`config.mk`:
```
export PLATFORM = sky130hd
export DESIGN_NAME = tmu2_burst_reader_flat
export DESIGN_NICKNAME = d
export VERILOG_FILES = /design/src/rtl/tmu2_burst_reader_pkg.sv /design/src/rtl/tmu2_burst_reader_if.sv /design/src/rtl/tmu2_wordsel.sv /design/src/rtl/tmu2_burst_reader.sv /design/src/flat_wrapper.sv
export SDC_FILE = /design/constraint.sdc
export NUM_CORES = 1
export LEC_CHECK = 0
export ABC_AREA = 1
export BUFFER_PORTS_ARGS = -buffer_cell sky130_fd_sc_hd__clkbuf_2
export CAP_MARGIN = 40
export CORE_MARGIN = 2
export CORE_UTILIZATION = 40
export CTS_CLUSTER_SIZE = 40
export DETAILED_ROUTE_END_ITERATION = 10
export PLACE_DENSITY = 0.7
export SYNTH_ARGS = -nofsm -noshare
export SYNTH_HDL_FRONTEND = slang
export SYNTH_SLANG_ARGS = --single-unit
```
`constraint.sdc`:
```
create_clock -name sys_clk -period 2.26 [get_ports sys_clk]
set_input_delay 0.113 -clock sys_clk [delete_from_list [all_inputs] [get_ports sys_clk]]
set_output_delay 0.113 -clock sys_clk [all_outputs]
set_load 0.01 [all_outputs]
```
`src/rtl/tmu2_burst_reader_pkg.sv`:
```
// Shared TMU2 constants: burst FSM encodings, line geometry, word-lane selection.
// Word 0 of a line sits in the most significant 16 bits, as in the write combiner.
package tmu2_burst_reader_pkg;

  typedef enum logic [1:0] {
    RUNNING = 2'd0,
    FETCH   = 2'd1,
    WAIT    = 2'd2
  } state_t;

  localparam int WORDS_PER_LINE = 16;
  localparam int WORD_IDX_W     = 4;
  localparam int LINE_W         = WORDS_PER_LINE * 16;

  function automatic logic [15:0] line_word(input logic [LINE_W-1:0] line,
                                            input logic [WORD_IDX_W-1:0] idx);
    logic [7:0] lsb;
    lsb = {4'd15 - idx, 4'd0};
    return line[lsb +: 16];
  endfunction

endpackage

```
`src/rtl/tmu2_burst_reader_if.sv`:
```
// Texel pipeline and FML line-fetch signals of the burst reader.
// master is the reader's view; slave is the surrounding pipeline/fetcher.
interface tmu2_burst_reader_if #(parameter int fml_depth = 26);

  logic                 pipe_stb_i;
  logic                 pipe_ack_o;
  logic [fml_depth-2:0] dadr;
  logic                 pipe_stb_o;
  logic                 pipe_ack_i;
  logic [15:0]          color;
  logic                 fetch_stb_o;
  logic                 fetch_ack_i;
  logic [fml_depth-6:0] fetch_addr;
  logic                 line_stb_i;
  logic [255:0]         fetch_dat_i;

  modport master (
    input  pipe_stb_i, dadr, pipe_ack_i, fetch_ack_i, line_stb_i, fetch_dat_i,
    output pipe_ack_o, pipe_stb_o, color, fetch_stb_o, fetch_addr
  );

  modport slave (
    output pipe_stb_i, dadr, pipe_ack_i, fetch_ack_i, line_stb_i, fetch_dat_i,
    input  pipe_ack_o, pipe_stb_o, color, fetch_stb_o, fetch_addr
  );

endinterface

```
`src/rtl/tmu2_wordsel.sv`:
```
// Combinational 256-to-16 word mux indexed by the in-line word number.
module tmu2_wordsel
  import tmu2_burst_reader_pkg::*;
(
  input  logic [LINE_W-1:0]     line,
  input  logic [WORD_IDX_W-1:0] idx,
  output logic [15:0]           word
);

  assign word = line_word(line, idx);

endmodule

```
`src/rtl/tmu2_burst_reader.sv`:
```
// Single-line read cache in front of the FML line fetcher: hits are served from
// the held line, misses fetch and install a new line before answering.
module tmu2_burst_reader
  import tmu2_burst_reader_pkg::*;
#(
  parameter int fml_depth = 26
) (
  input  logic                sys_clk,
  input  logic                sys_rst,
  input  logic                flush,
  output logic                busy,
  tmu2_burst_reader_if.master bus
);

  localparam int TAG_W = fml_depth - 5;

  state_t               state_r;
  state_t               state_next_s;
  logic                 valid_r;
  logic [TAG_W-1:0]     tag_r;
  logic [LINE_W-1:0]    line_r;
  logic [fml_depth-2:0] dadr_r;
  logic [15:0]          color_r;
  logic                 pipe_stb_r;

  logic                 pipe_ack_s;
  logic                 hit_s;
  logic                 accept_s;
  logic                 arrive_s;
  logic [15:0]          hit_word_s;
  logic [15:0]          arrive_word_s;

  assign hit_s      = valid_r & (bus.dadr[fml_depth-2:WORD_IDX_W] == tag_r);
  assign pipe_ack_s = (state_r == RUNNING) & ~flush & (~pipe_stb_r | bus.pipe_ack_i);
  assign accept_s   = bus.pipe_stb_i & pipe_ack_s;
  // A line pulse coinciding with the fetch acknowledge counts as the WAIT arrival.
  assign arrive_s   = bus.line_stb_i &
                      ((state_r == WAIT) | ((state_r == FETCH) & bus.fetch_ack_i));

  assign bus.pipe_ack_o  = pipe_ack_s;
  assign bus.pipe_stb_o  = pipe_stb_r;
  assign bus.color       = color_r;
  assign bus.fetch_stb_o = (state_r == FETCH);
  assign bus.fetch_addr  = dadr_r[fml_depth-2:WORD_IDX_W];
  assign busy            = (state_r != RUNNING) | pipe_stb_r;

  tmu2_wordsel u_hit_sel (
    .line (line_r),
    .idx  (bus.dadr[WORD_IDX_W-1:0]),
    .word (hit_word_s)
  );

  tmu2_wordsel u_arrive_sel (
    .line (bus.fetch_dat_i),
    .idx  (dadr_r[WORD_IDX_W-1:0]),
    .word (arrive_word_s)
  );

  // Next-state decode of the miss/fetch sequencer.
  always_comb begin
    state_next_s = state_r;
    case (state_r)
      RUNNING: begin
        if (accept_s & ~hit_s) state_next_s = FETCH;
        else                   state_next_s = RUNNING;
      end
      FETCH: begin
        if (arrive_s)             state_next_s = RUNNING;
        else if (bus.fetch_ack_i) state_next_s = WAIT;
        else                      state_next_s = FETCH;
      end
      WAIT: begin
        if (arrive_s) state_next_s = RUNNING;
        else          state_next_s = WAIT;
      end
      default: state_next_s = RUNNING;
    endcase
  end

  // State register.
  always_ff @(posedge sys_clk) begin
    if (sys_rst) state_r <= RUNNING;
    else         state_r <= state_next_s;
  end

  // Held line, tag, valid bit and the address of the missing request.
  always_ff @(posedge sys_clk) begin
    if (sys_rst) begin
      valid_r <= 1'b0;
      tag_r   <= '0;
      line_r  <= '0;
      dadr_r  <= '0;
    end else begin
      if (arrive_s) begin
        line_r  <= bus.fetch_dat_i;
        tag_r   <= dadr_r[fml_depth-2:WORD_IDX_W];
        valid_r <= 1'b1;
      end else if ((state_r == RUNNING) & flush) begin
        valid_r <= 1'b0;
      end
      if (accept_s & ~hit_s) dadr_r <= bus.dadr;
    end
  end

  // Output word register; the RUNNING ack rule guarantees the slot is free on arrival.
  always_ff @(posedge sys_clk) begin
    if (sys_rst) begin
      color_r    <= 16'd0;
      pipe_stb_r <= 1'b0;
    end else if (accept_s & hit_s) begin
      color_r    <= hit_word_s;
      pipe_stb_r <= 1'b1;
    end else if (arrive_s) begin
      color_r    <= arrive_word_s;
      pipe_stb_r <= 1'b1;
    end else if (bus.pipe_ack_i) begin
      pipe_stb_r <= 1'b0;
    end
  end

endmodule

```
`src/flat_wrapper.sv`:
```
// flat-port wrapper written by rule: the top's interface ports become plain ports
module tmu2_burst_reader_flat import tmu2_burst_reader_pkg::*;
#(
  parameter int fml_depth = 26
)
  (sys_clk, sys_rst, flush, busy, bus_pipe_stb_i, bus_dadr, bus_pipe_ack_i, bus_fetch_ack_i, bus_line_stb_i, bus_fetch_dat_i, bus_pipe_ack_o, bus_pipe_stb_o, bus_color, bus_fetch_stb_o, bus_fetch_addr);
  tmu2_burst_reader_if #(.fml_depth(fml_depth)) bus_i ();
  input  logic sys_clk;
  input  logic sys_rst;
  input  logic flush;
  output logic busy;
  input wire logic [$bits(bus_i.pipe_stb_i)-1:0] bus_pipe_stb_i;
  input wire logic [$bits(bus_i.dadr)-1:0] bus_dadr;
  input wire logic [$bits(bus_i.pipe_ack_i)-1:0] bus_pipe_ack_i;
  input wire logic [$bits(bus_i.fetch_ack_i)-1:0] bus_fetch_ack_i;
  input wire logic [$bits(bus_i.line_stb_i)-1:0] bus_line_stb_i;
  input wire logic [$bits(bus_i.fetch_dat_i)-1:0] bus_fetch_dat_i;
  output wire logic [$bits(bus_i.pipe_ack_o)-1:0] bus_pipe_ack_o;
  output wire logic [$bits(bus_i.pipe_stb_o)-1:0] bus_pipe_stb_o;
  output wire logic [$bits(bus_i.color)-1:0] bus_color;
  output wire logic [$bits(bus_i.fetch_stb_o)-1:0] bus_fetch_stb_o;
  output wire logic [$bits(bus_i.fetch_addr)-1:0] bus_fetch_addr;
  assign bus_i.pipe_stb_i = bus_pipe_stb_i;
  assign bus_i.dadr = bus_dadr;
  assign bus_i.pipe_ack_i = bus_pipe_ack_i;
  assign bus_i.fetch_ack_i = bus_fetch_ack_i;
  assign bus_i.line_stb_i = bus_line_stb_i;
  assign bus_i.fetch_dat_i = bus_fetch_dat_i;
  assign bus_pipe_ack_o = bus_i.pipe_ack_o;
  assign bus_pipe_stb_o = bus_i.pipe_stb_o;
  assign bus_color = bus_i.color;
  assign bus_fetch_stb_o = bus_i.fetch_stb_o;
  assign bus_fetch_addr = bus_i.fetch_addr;
  tmu2_burst_reader #(.fml_depth(fml_depth)) u_core (.sys_clk(sys_clk), .sys_rst(sys_rst), .flush(flush), .busy(busy), .bus(bus_i));
endmodule
```
Word level (Yosys, flattened, before mapping) --
Index checks and enable logic that the tools add are counted.
Cells by class: $add $sub $neg 2, eq/ne operators 3, shifts and indexed selects 2, mux-type cells 12, bitwise logic cells 15, reduce and logical (&&, ||, !) cells 5
Operators by type and width (count):
- $shiftx 256x9->16 | 2
- $mux 16 | 2
- $eq 21x21->1 | 1
- $and 1x1->1 | 9
- $sub 4x4->4 const A | 2
- $mux 1 | 6
- $mux 2 | 3
- $pmux 2 s3 | 1
- $reduce_bool 2->1 | 3
- $not 1->1 | 3
- $or 1x1->1 | 3
- $reduce_bool 3->1 | 1
- $eq 2x1->1 const B | 1
- $eq 2x2->1 const B | 1
- $logic_not 2->1 | 1
Storage, ports and cells: bits in registers 322, bits of input ports 288, output and inout port bits 41, logic and storage cells 46

Logic depth before layout (Yosys ltp) --
Gate-level depths: netlist of the first run.
word-level depth 7, gate-level depth with buffers 14, depth with buffers taken out 12

Cells and area by module --
From an unflattened synthesis of the first run, not the netlist that was laid out.
Second synthesis, totals: cell total of the unflattened synthesis 3207, area, all modules 18723.0 um^2
By module, submodules not included:
- tmu2_burst_reader | instances 1, cells each 1657, area each 12189.2 um^2, sequential area each 6446.2 um^2
- tmu2_wordsel | instances 2, cells each 775, area each 3266.9 um^2, sequential area each 0.0 um^2

Least setup slack after synthesis of the first run --
Ideal clock, no wire load.
path kind reg-to-reg, start reg u_core.state_r[0], end reg u_core.line_r[171], arrival time 1.387 ns, required time 2.132 ns, path slack 0.745 ns, stages on the path, launching flop included 10, period minus slack after synthesis 1.515 ns, path through dfxtp_1 -> inv_1 -> nor2_1 -> nand2_1 -> nand2_1 -> nand2_2 -> buf_2 -> clkbuf_1 -> o21ai_0 -> a21oi_1
Between the ends: word-level cells in the longest chain between the ends 4
RTL lines:
- start, declared | line tmu2_burst_reader.sv:17 | state_t state_r;
- start signal, assigned | line tmu2_burst_reader.sv:83 | else state_r <= state_next_s;
- $eq 2x1->1
- net bus_fetch_stb_o | line flat_wrapper.sv:21 | output wire logic [$bits(bus_i.fetch_stb_o)-1:0] bus_fetch_stb_o;
- $and 1x1->1 | line tmu2_burst_reader.sv:38 | ((state_r == WAIT) | ((state_r == FETCH) & bus.fetch_ack_i));
- $or 1x1->1 | line tmu2_burst_reader.sv:38
- $and 1x1->1 | line tmu2_burst_reader.sv:37 | assign arrive_s = bus.line_stb_i &
- end signal, assigned | line tmu2_burst_reader.sv:95 | line_r <= bus.fetch_dat_i;
- end, declared | line tmu2_burst_reader.sv:21 | logic [LINE_W-1:0] line_r;
The timed path passes the listed nets, and every way through them passes these cells. A chain may end at the register's enable or synchronous reset.

Worst setup path in the final report of the first run --
start reg u_core.state_r[0], end reg u_core.line_r[45]
Between the ends: word-level cells in the longest chain between the ends 4
RTL lines (line):
- $eq 2x1->1 | tmu2_burst_reader.sv:38
- $and 1x1->1 | tmu2_burst_reader.sv:38
- $or 1x1->1 * | tmu2_burst_reader.sv:38
- $and 1x1->1 * | tmu2_burst_reader.sv:37
Mark *: on every way between the ends. The rest lies on a longest branch, timed or not.

==> reports/metrics.cfg, run 1 <==
[synthesis]
synthTopCellsByArea = dfxtp_1 (39%), o21ai_0 (14%), nor2_1 (11%), nand2_1 (7.2%), a21oi_1 (6.1%)
synth-compound-area-share_pct = 27.0
ys_seq_elements = 322
ys_types = 27
avgSynthCellArea_um2 = 6.52
synth_top_family_by_area = compound AO/OA/AOI/OAI gates
synth_top_area_share_pct = 38.7
synthesis.nets = 2844
yosysSeqAreaShare_pct = 38.7
synth_simple_gate_area_share_pct = 22.9
synthMuxAreaShare_pct = 0
synth_xor_area_share_pct = 0
synth_area_mm2 = 0.0167
yosys.area_share.adder_pct = 0
ys.warnings.count = 0
synth_top_area_cell = dfxtp_1
syn-instance-count = 2556

[critical_path]
crit_buf_inv = 2
cp_slowest_cell = o21ai_0
arrival_ps = 2490
crit_fanout = 175
critPathRequiredTime_ps = 2670
cpMostUsedCell = nand2_1
r2r.worst_path.cells = 8
rr_startpoint = u_core.state_r[0]
cp_cell_sequence = inv_1 -> nor2_1 -> nand2_1 -> nand2_1 -> nand2_8 -> buf_12 -> o21ai_0 -> a21oi_1
cpLargestDelayFamily = simple AND/OR/NAND/NOR gates
r2r_setup_slack_ps = 180
start_kind = flip-flop
path_class = flip-flop to flip-flop
end_kind = flip-flop
worstReg2RegEnd = u_core.line_r[45]
cpPeakStageDelay_ps = 410

[power_and_ir_drop]
power_density_mw_per_mm2 = 697
total_leakage_power_nw = 9.62
peakVddDrop_mv = 0.511

[min_path]
hp-start = bus_dadr[2]
min_to = u_core.dadr_r[2]
min_path_cells = 4
min_path_type = input port to flip-flop

[global_routing]
grt_max_degree = 176
track_usage_pct = 32.1
antenna_found_initial = 6
grt_overflow_total = 0
grt_pass1_wl_mm = 109
grt_pass1_vias = 19000

[timing]
worst_slack_ps = 176
hold_violations = 0
worst_pin_slew_ps = 751
clock-skew-final_ps = 24.4
finalCritPeriodShare_pct = 92.2
final-max-slew-violation-count = 0
finalSetupViolCount = 0
rsz0062_at_grt = false
period_needed_ps = 2080
tns_ps = 0
fmax_ghz = 0.480
slew_headroom_pct = 49.9

[routing]
drtPass1Iterations = 9
drcViolationCount = 0
vias = 20100
ant_nets = 0
wl_mm = 71.8
drt_iter0_drc = 2221
wire_per_inst_um = 20.0
drt-vias-per-instance = 5.60

[cts]
cts-buffers-inserted = 37
clock_path_buffers = 3
post_cts_buffers = 0
clk_pin_slew_ps = 60
clkSinkCount = 322
cts_tree = built
htree_num_levels = 2
root_buffer = clkbuf_16
clk_latency_ps = 560

[floorplan]
dieArea_mm2 = 0.0433
initial_utilization_pct = 40.7
io_pins = 329
core_region_area_mm2 = 0.0410
fp.dieW_um = 208
rows = 74
die_height_um = 208

[layout]
stdcell_count = 3588
drive_gt1_share_pct = 15.0
fin_nets = 3316
fillers = 3795
area_delta_synth_final_pct = 36.4
finalCoreUtilization_pct = 55.5
final_common_cell = nor2_1
final_cell_mix = nor2_1 (483), o21ai_0 (451), clkbuf_2 (326)
seq_area_mm2 = 0.00645
multi_input_area_mm2 = 0.00834

[placement]
place_inst = 3237
preCtsSetupSlack_ps = 282
gp_congestion = 0.933
port_buffers = 328
dp_hpwl_mm = 46.4

[flow_run]
drv_cap = 0

[status]
outcome = finished, final reports clean

-- stage by stage --
step	hold WS (ps)	instance area (um^2)	total power (W)
after global routing	208	22700	0.0164
after global placement	373	18500	0.00853
final	179	22700	0.0159
after CTS	156	22700	0.0158
after detailed placement	385	18500	0.00856
after floorplan	182	16700	0.00753
-- power by group --
| group | total, W | leakage, nW | switching [W] | internal, W |
|---|---|---|---|---|
| registers | 0.00601 | 2.61 | 0.000113 | 0.00590 |
| clock network | 0.00690 | 0.682 | 0.00259 | 0.00431 |
| logic | 0.00295 | 6.33 | 0.00180 | 0.00115 |
| total | 0.0159 | 9.62 | 0.00450 | 0.0114 |
-- sequential cells by signal (all words and copies together), names as in the netlist --
register	cells
u_core.line_r	256
u_core.dadr_r	25
u_core.tag_r	21
u_core.bus.color	16
u_core.state_r	2
u_core.bus.pipe_stb_o	1
u_core.valid_r	1
-- what timing repair did --
item,4_1_cts,5_1_grt
setup endpoints to repair,0,2
gates resized for setup,0,6
hold buffers,284,0
hold endpoints to repair,283,0
-- per-layer routing --
layer  routed length, um  vias to the layer above  part of all wire [%]  GRT usage, %
met3                8250                      277                    11          8.44
met2               31000                     1266                    43          49.1
met4                4340                        8                   6.0          18.6
met1               28200                     9170                    39          40.8
met5                  46                        -                 0.064             0
li1                    -                     9380                     -             -
-- worst max path at each step --
stage / slack, ps / end / startpoint / depth (start not counted)
3_5_place_dp: 280 / u_core.line_r[45] / u_core.state_r[0] / 8
6_report: 180 / u_core.line_r[45] / u_core.state_r[0] / 8
2_1_floorplan: 740 / u_core.line_r[171] / u_core.state_r[0] / 9
5_1_grt: 30 / u_core.state_r[0] / u_core.tag_r[13] / 11
4_1_cts: 30 / u_core.state_r[0] / u_core.tag_r[14] / 11
3_3_place_gp: 280 / u_core.bus.color[1] / u_core.dadr_r[0] / 8
-- layout make-up --
class	count	area share, %
well taps	532	2.93
multi-input cells	1789	36.7
flip-flops and latches	322	28.4
diodes	1	0.0110
clock inverters	20	1.51
clock buffers	46	4.58
inverters	217	3.62
repair buffers	661	22.3
-- cells in the mapped netlist, drive strengths merged --
cell      n
a21oi   203
and3      1
buf     109
clkbuf  119
clkinv    2
dfxtp   322
inv     215
nand2   320
nand3   144
nand4     2
nor2    487
nor3      1
nor3b     1
o211ai  123
o21ai   475
o22ai    30
or2       2
-- cells by family (layout without fill, tap and decap cells) --
kind of cell	Yosys count	count (layout)
AO/OA/AOI/OAI	831	831
buffers and inverters	445	944
flip-flops	322	322
other	0	1
AND/OR/NAND/NOR	958	958
-- worst reg2reg max path, cell delays in order, from the launching register on --
cell     delay, ps
dfxtp_1        350
inv_1           60
nor2_1         170
nand2_1         80
nand2_1        180
nand2_8        190
buf_12         280
o21ai_0        580
a21oi_1         70
No activity file was read; power rests on OpenSTA's default activity.
==> run 2: changes to the inputs <==
CTS_BUF_LIST = sky130_fd_sc_hd__clkbuf_8 sky130_fd_sc_hd__clkbuf_16   (was unset)
PLACE_DENSITY = 0.72   (was 0.7)
clock period = 1.7 ns   (was 2.26 ns; I/O delays follow)
==> reports/metrics.cfg, run 2 (synthesis results as in run 1) <==
[cts]
clk_latency_ps = 560  ; about the same
clk_pin_slew_ps = 60  ; about the same
clock_path_buffers = 3  ; unchanged
clkSinkCount = 322  ; unchanged
cts-buffers-inserted = 38  ; was 37
htree_num_levels = 2  ; unchanged
cts_tree = built  ; unchanged
root_buffer = clkbuf_16  ; unchanged

[layout]
finish.instance_area_mm2 = 0.0243  ; was 0.0227 mm^2
drive_gt1_share_pct = 19.7  ; was 15.0%
stdcell_count = 3674  ; was 3588
final_cell_mix = nor2_1 (459), clkbuf_2 (326), dfxtp_1 (318)  ; was nor2_1 (483), o21ai_0 (451), clkbuf_2 (326)
largest_register_ffs = 256  ; unchanged
reg_top3 = u_core.line_r (256), u_core.dadr_r (25), u_core.tag_r (21)  ; unchanged
final_common_cell = nor2_1  ; unchanged
area_delta_synth_final_pct = 45.6  ; was 36.4%
fin_nets = 3402  ; was 3316
regMostFlops = u_core.line_r  ; unchanged

[routing]
ant_nets = 0  ; unchanged
drt-vias-per-instance = 5.74  ; was 5.60
wire_per_inst_um = 21.0  ; was 20.0 um
drtPass1Iterations = 8  ; was 9
drt_iter0_drc = 2545  ; was 2221
vias = 21100  ; was 20100
wl_mm = 77.0  ; was 71.8 mm
drcViolationCount = 0  ; unchanged

[critical_path]
path_class = flip-flop to flip-flop  ; unchanged
crit_fanout = 28  ; was 175
cpPeakStageDelay_ps = 430  ; was 410 ps
crit_buf_inv = 4  ; was 2
start_kind = flip-flop  ; unchanged
cp.depth = 10  ; was 8
arrival_ps = 2300  ; was 2490 ps
end_kind = flip-flop  ; unchanged
critPathRequiredTime_ps = 2150  ; was 2670 ps
r2r.worst_path.cells = 10  ; was 8
r2r_setup_slack_ps = -150  ; was 180 ps
cp_slowest_cell = dfxtp_4  ; was o21ai_0
cp_cell_sequence = clkinv_8 -> buf_4 -> buf_12 -> nor2_1 -> o22ai_1 -> buf_4 -> o21ai_2 -> nand2_2 -> a21oi_2 -> nor2_1  ; was inv_1 -> nor2_1 -> nand2_1 -> nand2_1 -> nand2_8 -> buf_12 -> o21ai_0 -> a21oi_1
cpLargestDelayFamily = buffers and inverters  ; was simple AND/OR/NAND/NOR gates

[timing]
rsz0062_at_grt = true  ; was false
finalSetupViolCount = 14  ; was 0
hold_violations = 0  ; unchanged
worst_pin_slew_ps = 629  ; was 751 ps
slew_headroom_pct = 57.9  ; was 49.9%
clock-skew-final_ps = 28.6  ; was 24.4 ps
period_needed_ps = 1850  ; was 2080 ps
worst_slack_ps = -147  ; was 176 ps
final-max-slew-violation-count = 0  ; unchanged
fmax_ghz = 0.542  ; was 0.480 GHz
tns_ps = -1280  ; was 0 ps
finalCritPeriodShare_pct = 109  ; was 92.2%

[placement]
gp_congestion = 0.975  ; was 0.933
port_buffers = 328  ; unchanged
place_inst = 3293  ; was 3237
dp_hpwl_mm = 47.0  ; was 46.4 mm
preCtsSetupSlack_ps = -308  ; was 282 ps
place_area_mm2 = 0.0192  ; was 0.0185 mm^2

[power_and_ir_drop]
total_leakage_power_nw = 10.3  ; was 9.62 nW
p_clk_share_pct = 38.7  ; was 43.5%
combPwrFrac_pct = 22.5  ; was 18.6%
power_density_mw_per_mm2 = 850  ; was 697 mW/mm^2
p_int_w = 0.0144  ; was 0.0114 W
power.switching_w = 0.00626  ; was 0.00450 W
p_sw_share_pct = 30.3  ; was 28.4%
pwr-share-seq_pct = 38.8  ; was 37.9%
total_power_w = 0.0206  ; was 0.0159 W
peakVddDrop_mv = 0.988  ; was 0.511 mV

[floorplan]
dieArea_mm2 = 0.0433  ; unchanged
rows = 74  ; unchanged
initial_utilization_pct = 40.7  ; unchanged
die_height_um = 208  ; unchanged
io_pins = 329  ; unchanged
fp.dieW_um = 208  ; unchanged
core_region_area_mm2 = 0.0410  ; unchanged

[global_routing]
track_usage_pct = 32.8  ; was 32.1%
antenna_found_initial = 3  ; was 6
grt_overflow_total = 0  ; unchanged
grt_pass1_wl_mm = 111  ; was 109 mm
grt_pass1_vias = 19700  ; was 19000
grt_max_degree = 127  ; was 176

[status]
violations = negative setup slack
outcome = finished with violations  ; was finished, final reports clean

[min_path]
min_path_cells = 6  ; was 4
min_path_type = input port to flip-flop  ; unchanged

[flow_run]
drv_cap = 0  ; unchanged

-- run 2: changes by cell type in the layout (fill, tap and decap cells not counted), sizes merged --
cell and delta:
clkbuf +9, dlygate4sd3 -1, clkinvlp +1, bufbuf +2, bufinv -8, buf +74, diode +1, inv +10
clkinv -2
-- run 2: tightest hold or removal path, delay by kind of cell --
kind / cells / cell delay, ps
AOI/OAI and AO/OA: 1 / 70
buffers and inverters: 3 / 330
and+or+nand+nor: 2 / 150
-- run 2: repair_timing --
item,4_1_cts,5_1_grt
gates resized for setup,31,298
hold buffers,283,0
endpoints found under the setup margin,76,314
pin swaps,15,44
hold endpoints to repair,283,0
gates cloned,6,11
setup buffers,5,11
-- run 2: per-stage QoR --
stage	hold WS (ps)	util, %
2_1_floorplan	154	-
3_3_place_gp	351	46.8
3_5_place_dp	359	46.8
4_1_cts	128	57.3
5_1_grt	161	59.2
6_report	142	59.2
-- run 2: final timing paths --
kind / startpoint / to
setup reg to reg: u_core.dadr_r[0] / u_core.bus.color[12]
hold / removal: bus_pipe_stb_i / u_core.state_r[0]
hold reg to reg: u_core.line_r[69] / u_core.line_r[69]
setup / recovery: u_core.dadr_r[0] / u_core.bus.color[12]
-- run 2: layout make-up --
class	instances	area (um^2)
flip-flops and latches	322	6460
inverters	217	851
repair buffers	746	6420
clock buffers	45	1060
fillers	3547	16700
diodes	2	5.00
clock inverters	21	126
multi-input cells	1789	8690
well taps	532	666
-- run 2: power groups by stage --
stage	logic [W]	registers (W)	clock network (W)
2_1_floorplan	0.00191	0.00811	0
3_3_place_gp	0.00339	0.00813	0
3_5_place_dp	0.00343	0.00814	0
4_1_cts	0.00412	0.00798	0.00799
5_1_grt	0.00493	0.00802	0.00830
6_report	0.00465	0.00799	0.00798
-- run 2: per-layer routing --
layer	share of wire [%]	wire, um	track usage (%)	vias to the layer above
met5	0	0	0	-
met2	43	32800	49.2	1544
met1	37	28600	41.8	9609
met3	13	10200	8.88	356
met4	7.0	5410	20.5	0
li1	-	-	-	9575
